==> config.mk <==
export PLATFORM = sky130hd
export DESIGN_NAME = dmem_rd_pipe
export DESIGN_NICKNAME = d
export VERILOG_FILES = /design/src/rtl/dmem_bank_model_pkg.sv /design/src/rtl/dmem_bank_model_rd_pipe.sv
export SDC_FILE = /design/constraint.sdc
export NUM_CORES = 1
export LEC_CHECK = 0
export CAP_MARGIN = 20
export CORE_MARGIN = 2
export CORE_UTILIZATION = 39
export CTS_CLUSTER_SIZE = 28
export DETAILED_ROUTE_END_ITERATION = 12
export PLACE_DENSITY = 0.87
export RECOVER_POWER = 100
export SLEW_MARGIN = 20
export SYNTH_ARGS = -nofsm -noshare
export SYNTH_HDL_FRONTEND = slang
export SYNTH_SLANG_ARGS = --single-unit
==> constraint.sdc <==
create_clock -name clk -period 0.8 [get_ports clk]
set_input_delay 0.16 -clock clk [delete_from_list [all_inputs] [get_ports clk]]
set_output_delay 0.16 -clock clk [all_outputs]
set_load 0.02 [all_outputs]
==> src/rtl/dmem_bank_model_pkg.sv <==
// dmem_bank_model_pkg: shared widths, defaults and read-beat type for the data memory bank.
package dmem_bank_model_pkg;
  localparam int MEM_DATA_WIDTH      = 32;
  localparam int MEM_STRB_WIDTH      = MEM_DATA_WIDTH / 8;
  localparam int DMEM_CNT_WIDTH      = 16;
  localparam int DMEM_RD_LAT_DEFAULT = 1;
  typedef struct packed {
    logic                      valid;
    logic                      err;
    logic [MEM_DATA_WIDTH-1:0] data;
  } dmem_rd_beat_t;
endpackage

==> src/rtl/dmem_bank_model_rd_pipe.sv <==
// dmem_rd_pipe: delay line of read beats; each stage keeps its data when an invalid beat passes.
module dmem_rd_pipe
  import dmem_bank_model_pkg::*;
#(
  parameter int  STAGES = 1,
  parameter type beat_t = dmem_rd_beat_t
) (
  input  logic  clk,
  input  logic  rst_n,
  input  beat_t beat_i,
  output beat_t beat_o
);
  beat_t stg_q [STAGES];
  beat_t stg_d [STAGES];
  always_comb begin
    stg_d[0] = beat_i;
    for (int i = 1; i < STAGES; i++) stg_d[i] = stg_q[i-1];
  end
  always_ff @(posedge clk or negedge rst_n)
    if (!rst_n) for (int i = 0; i < STAGES; i++) stg_q[i] <= '0;
    else for (int i = 0; i < STAGES; i++)
      if (stg_d[i].valid) stg_q[i] <= stg_d[i];
      else stg_q[i].valid <= 1'b0;
  assign beat_o = stg_q[STAGES-1];
endmodule

==> out/metrics.yaml, run 1 <==
outcome: "finished with violations"
violations: "setup timing"
path_cells: "buf_6"
fin_worst_skew_ps: 0
largest_reg_flops: 34
syn_nets: 107
dieArea_sq_um: 4100
worstSkewPairLatency_ps: 320
synth_seq_area_share_pct: 60.5
timing.final.crit_share_pct: 133
synth_area_sq_um: 1410
drive_above_1_share_pct: 77.0
grt_max_degree: 35
hold_class: "primary input to flip-flop"
relSlewSlack_pct: 67.6
wl_microns: 3320
cp.depth: 1
netlist.area_leader.share_pct: 60.5
wl_per_cell_microns: 16.1
synth_area_leaders: "dfrtp_1 60%, mux2_4 32%, buf_12 4.3%, mux2_2 2.4%, buf_6 0.80%"
core_area_sq_um: 3390
grt_setup_unrepaired: "yes"
drt-pass1-iter-count: 3
worstPathArrival_ps: 900
endpoint_kind: "output port"
cp.required_ps: 640
clock_path_buffers: 2
holdPathStages: 2
cts_sinks: 34
vdd_ir_drop_max_v: 0.00111
synth_area_per_cell_sq_um: 19.8
rr_worst_depth: 3
rows: 21
antenna_found_initial: 0
drc_errors: 0
die_x_microns: 64.1
start_kind: "flip-flop"
crit_family: "flip-flops"
fin_total_pwr_mw: 4.32
ys_warn_count: 0
synth_cells: 71
worstPathMaxFanout: 2
area_growth_pct: 70.9
cts_tree: "done"
worst_pin_slew_ps: 486
vias: 926
timing.fmax_mhz: 943
place_hpwl_microns: 2300
cp.buffers_inverters: 1
crit_slowest_cell: "dfrtp_2"
start_util_pct: 41.5
nNetsFinal: 196
yosysUniqueCellTypes: 5
drtAntennaViolNets: 0
final_util_pct: 70.9
grt_pass1_vias: 1046
gp_congestion: 0.693
cts_root_buf: "clkbuf_4"
diodes: 0
drt_iter0_markers: 19
fin_hold_ws_ps: 161
port_buffers: 69
grt_pass1_wl_microns: 5390
pwr_density_cell_nw_per_um2: 1800
io_pins: 70
fin_crit_ps: 1060
routed_via_density: 4.47
fin_cells: 207
layout_common_cells: "46 x buf_6, 33 x dfrtp_2, 33 x clkdlybuf4s50_1"
setup-violations-final: 57
grt-ovfl-total: 0
yosysTopAreaCell: "dfrtp_1"
path_class: "flip-flop to output port"
ys_ff_latch: 34
grt_usage_pct: 18.4
drv_cap: 0
layout_commonest_cell: "buf_6"
path_clk_slew_ps: 100
placed_cells: 190
leakagePower_nw: 1.10
drv_slew: 0
die_h_microns: 64.1
cts.hold.buffers_added: 0
setup_ws_ps: -260
numCtsBuffers: 5
cp_slowest_stage_delay_ps: 430
htreeDepth: 2
hold_viol: 0
setup_tns_ps: -10130
worst paths after layout:
check	start	end	slack [ps]
worst max-delay path	beat_o[12]	beat_o[12]	-260
worst min register to register	beat_o[21]	beat_o[21]	540
worst max register to register	beat_o[1]	beat_o[1]	-230
max in group asynchronous	rst_n	beat_o[3]	120
worst min-delay path	beat_i[33]	beat_o[32]	160
min in group asynchronous	rst_n	beat_o[27]	320
cell families after synthesis:
logic type / Yosys count / synth area share [%]
flops: 34 / 60.5
mux: 33 / 34.4
buf+inv: 4 / 5.07
routing by layer:
layer  routed length, microns  up-vias  global-route usage (%)
met5                        0        -                       0
met4                       48        0                    5.71
met3                      236        5                    8.27
met2                     1850       41                    33.7
met1                     1180      459                    18.2
li1                         -      421                       -
power by group:
group          leakage, nW  switching, mW  internal [mW]
Combinational        0.701          0.468          0.826
Clock               0.0326          0.533          0.434
Sequential           0.364          0.140           1.92
Yosys cell counts:
library cell / number
dfrtp_1: 34
mux2_4: 30
buf_12: 3
mux2_2: 3
buf_6: 1
cell type report:
cell class              instances  area, sq um
clock buffers                   8         58.8
fillers                       232          986
multi-input cells              33          484
flip-flops and latches         34          892
well taps                      46         57.6
repair buffers                 86          911
per-stage QoR:
step / worst slack, ps / area, sq um
CTS: -282 / 2400
global route: -324 / 2400
detailed placement: -328 / 2220
floorplan: -24.1 / 1460
finish: -260 / 2400
global placement: -302 / 2220
what timing repair did:
| item | in CTS | in global routing |
|---|---|---|
| resized for setup | 212 | 8 |
| buffers inserted | 9 | 7 |
| cloned | 0 | 0 |
| setup endpoints to repair | 41 | 66 |
No activity file was read; power rests on OpenSTA's default activity.
==> run 2, diff against run 1 <==
Settings changed: CTS_CLUSTER_DIAMETER set to 50.
==> results of run 2 <==
Final layout, timing and power as in run 1 (identical DEF).
==> run 3, diff against run 2 <==
Settings changed: ABC_AREA set to 0, CORE_MARGIN 2 to 1.5.
==> out/metrics.yaml, run 3 (synthesis results as in run 1) <==
outcome: "finished with violations"
violations: "setup timing"
regToRegEndpoint: "beat_o[14]"
placedInstanceArea_sq_um: 2190  # -1.0%
layout_common_cells: "45 x buf_6, 33 x dfrtp_2, 33 x clkdlybuf4s50_1"
nNetsFinal: 197  # +0.51%
setup_ws_ps: -272  # -12.0 ps
cp.required_ps: 1010  # +370 ps
worstSkewPairLatency_ps: 320  # about the same
port_buffers: 69  # unchanged
grt_usage_pct: 18.3  # -0.025 points
p_sw_mw: 1.16  # +1.2%
dp_slack_ps: -315  # +13.1 ps
hold_viol: 0  # unchanged
leakagePower_nw: 1.10  # +0.33%
largest_reg_flops: 34  # unchanged
multi_input_area_sq_um: 484  # unchanged
die_h_microns: 63.1  # -1.6%
drv_cap: 0  # unchanged
vias: 931  # +0.54%
pwr_density_cell_nw_per_um2: 1800  # +0.28%
holdPathStages: 3  # +1
grt_pass1_wl_microns: 5290  # -1.8%
antenna_found_initial: 0  # unchanged
dieArea_sq_um: 3980  # -3.1%
combinationalPowerShare_pct: 30.3  # +0.3 points
setup-violations-final: 57  # unchanged
timing.final.crit_share_pct: 134  # +1.5 points
drt-pass1-iter-count: 4  # +1
path_class: "flip-flop to flip-flop"
p_sw_share_pct: 26.6  # +0.20 points
holdPathEnd: "beat_o[1]"
start_util_pct: 41.5  # unchanged
start_kind: "flip-flop"
worst_pin_slew_ps: 554  # +67.3 ps
path_clk_slew_ps: 100  # about the same
cts_sinks: 34  # unchanged
p_int_mw: 3.18  # +0.16%
min_from: "beat_i[33]"
wl_microns: 3550  # +6.8%
vdd_ir_drop_max_v: 0.00130  # +17%
setup_tns_ps: -10560  # -433 ps
reg2reg_slack_ps: -270  # -40 ps
core_area_sq_um: 3390  # unchanged
n_fill_cell: 219  # -5.6%
grt_max_degree: 35  # unchanged
grt_pass1_vias: 1028  # -1.7%
drv_slew: 0  # unchanged
htreeDepth: 2  # unchanged
wl_per_cell_microns: 17.1  # +6.3%
rows: 21  # unchanged
grt-ovfl-total: 0  # unchanged
hold_class: "primary input to flip-flop"
timing.fmax_mhz: 932  # -1.1%
routed_via_density: 4.48  # about the same
gp_congestion: 0.772  # +11%
fin_hold_ws_ps: 297  # +136 ps
place_hpwl_microns: 2220  # -3.6%
io_pins: 70  # unchanged
worstPathArrival_ps: 1280  # +380 ps
relSlewSlack_pct: 63.1  # -4.5 points
clock_path_buffers: 2  # unchanged
area_growth_pct: 71.2
cts_tree: "done"
grt_setup_unrepaired: "yes"
rr_worst_depth: 3  # unchanged
fin_worst_skew_ps: 0  # unchanged
cts_root_buf: "clkbuf_4"
endpoint_kind: "flip-flop"
drt_iter0_markers: 30  # +11
worstPathMaxFanout: 2  # unchanged
numCtsBuffers: 5  # unchanged
fin_total_pwr_mw: 4.34  # +0.43%
seq_area_sq_um: 892  # unchanged
cts.hold.buffers_added: 0  # unchanged
die_x_microns: 63.1  # -1.6%
layout_commonest_cell: "buf_6"
diodes: 0  # unchanged
final_area_sq_um: 2410  # +0.16%
worstReg2RegStart: "beat_o[14]"
drive_above_1_share_pct: 77.2  # +0.14 points
drc_errors: 0  # unchanged
drtAntennaViolNets: 0  # unchanged
clockPowerShare_pct: 22.2  # -0.2 points
fin_crit_ps: 1070  # +12.0 ps
seqPwrFrac_pct: 47.5  # -0.2 points
## run 3: critical path, stage by stage, from the launching register on
cell	delay, ps
dfrtp_2	440
buf_4	140
buf_6	100
mux2_4	280
## run 3: what timing repair did
action / in CTS / in global routing
gates cloned: 0 / 0
setup endpoints to repair: 38 / 64
hold endpoints to repair: 0 / 0
setup buffers: 11 / 4
gates resized for setup: 208 / 8
## run 3: area by class of cell
cell class | count | share of cell area, %
sequential | 34 | 37.1
tap | 46 | 2.39
timing repair buffer | 87 | 38.0
multi-input combinational | 33 | 20.1
clock buffer | 8 | 2.44
## run 3: how the worst max path moves through the flow
stage | start | to | slack, ps | cells after the start
floorplan | beat_i[33] | beat_o[0] | -20 | 3
global placement | beat_o[6] | beat_o[6] | -310 | 1
detailed placement | beat_o[5] | beat_o[5] | -320 | 1
CTS | beat_o[3] | beat_o[3] | -260 | 1
global route | beat_o[14] | beat_o[14] | -310 | 1
finish | beat_o[14] | beat_o[14] | -270 | 3
## run 3: through the flow
step                      instances  util [%]
final                           208      71.0
after global routing            208      71.0
after CTS                       205      70.4
after detailed placement        187      64.7
after global placement          187      64.7
after floorplan                  71         -
## run 3: layer usage
metal / track usage (%) / vias to the layer above / share of wire, %
li1: - / 426 / -
met1: 20.2 / 461 / 38
met2: 32.7 / 40 / 56
met3: 4.82 / 4 / 4.2
met4: 8.61 / 0 / 1.7
met5: 0 / - / 0
## run 3: power groups by stage
stage          Sequential [mW]  Combinational (mW)  Clock, mW
3_5_place_dp              2.05                1.15          0
5_1_grt                   2.08                1.38       1.10
4_1_cts                   2.05                1.28      0.989
2_1_floorplan             2.26               0.343          0
6_report                  2.06                1.31      0.964
3_3_place_gp              2.03                1.14          0
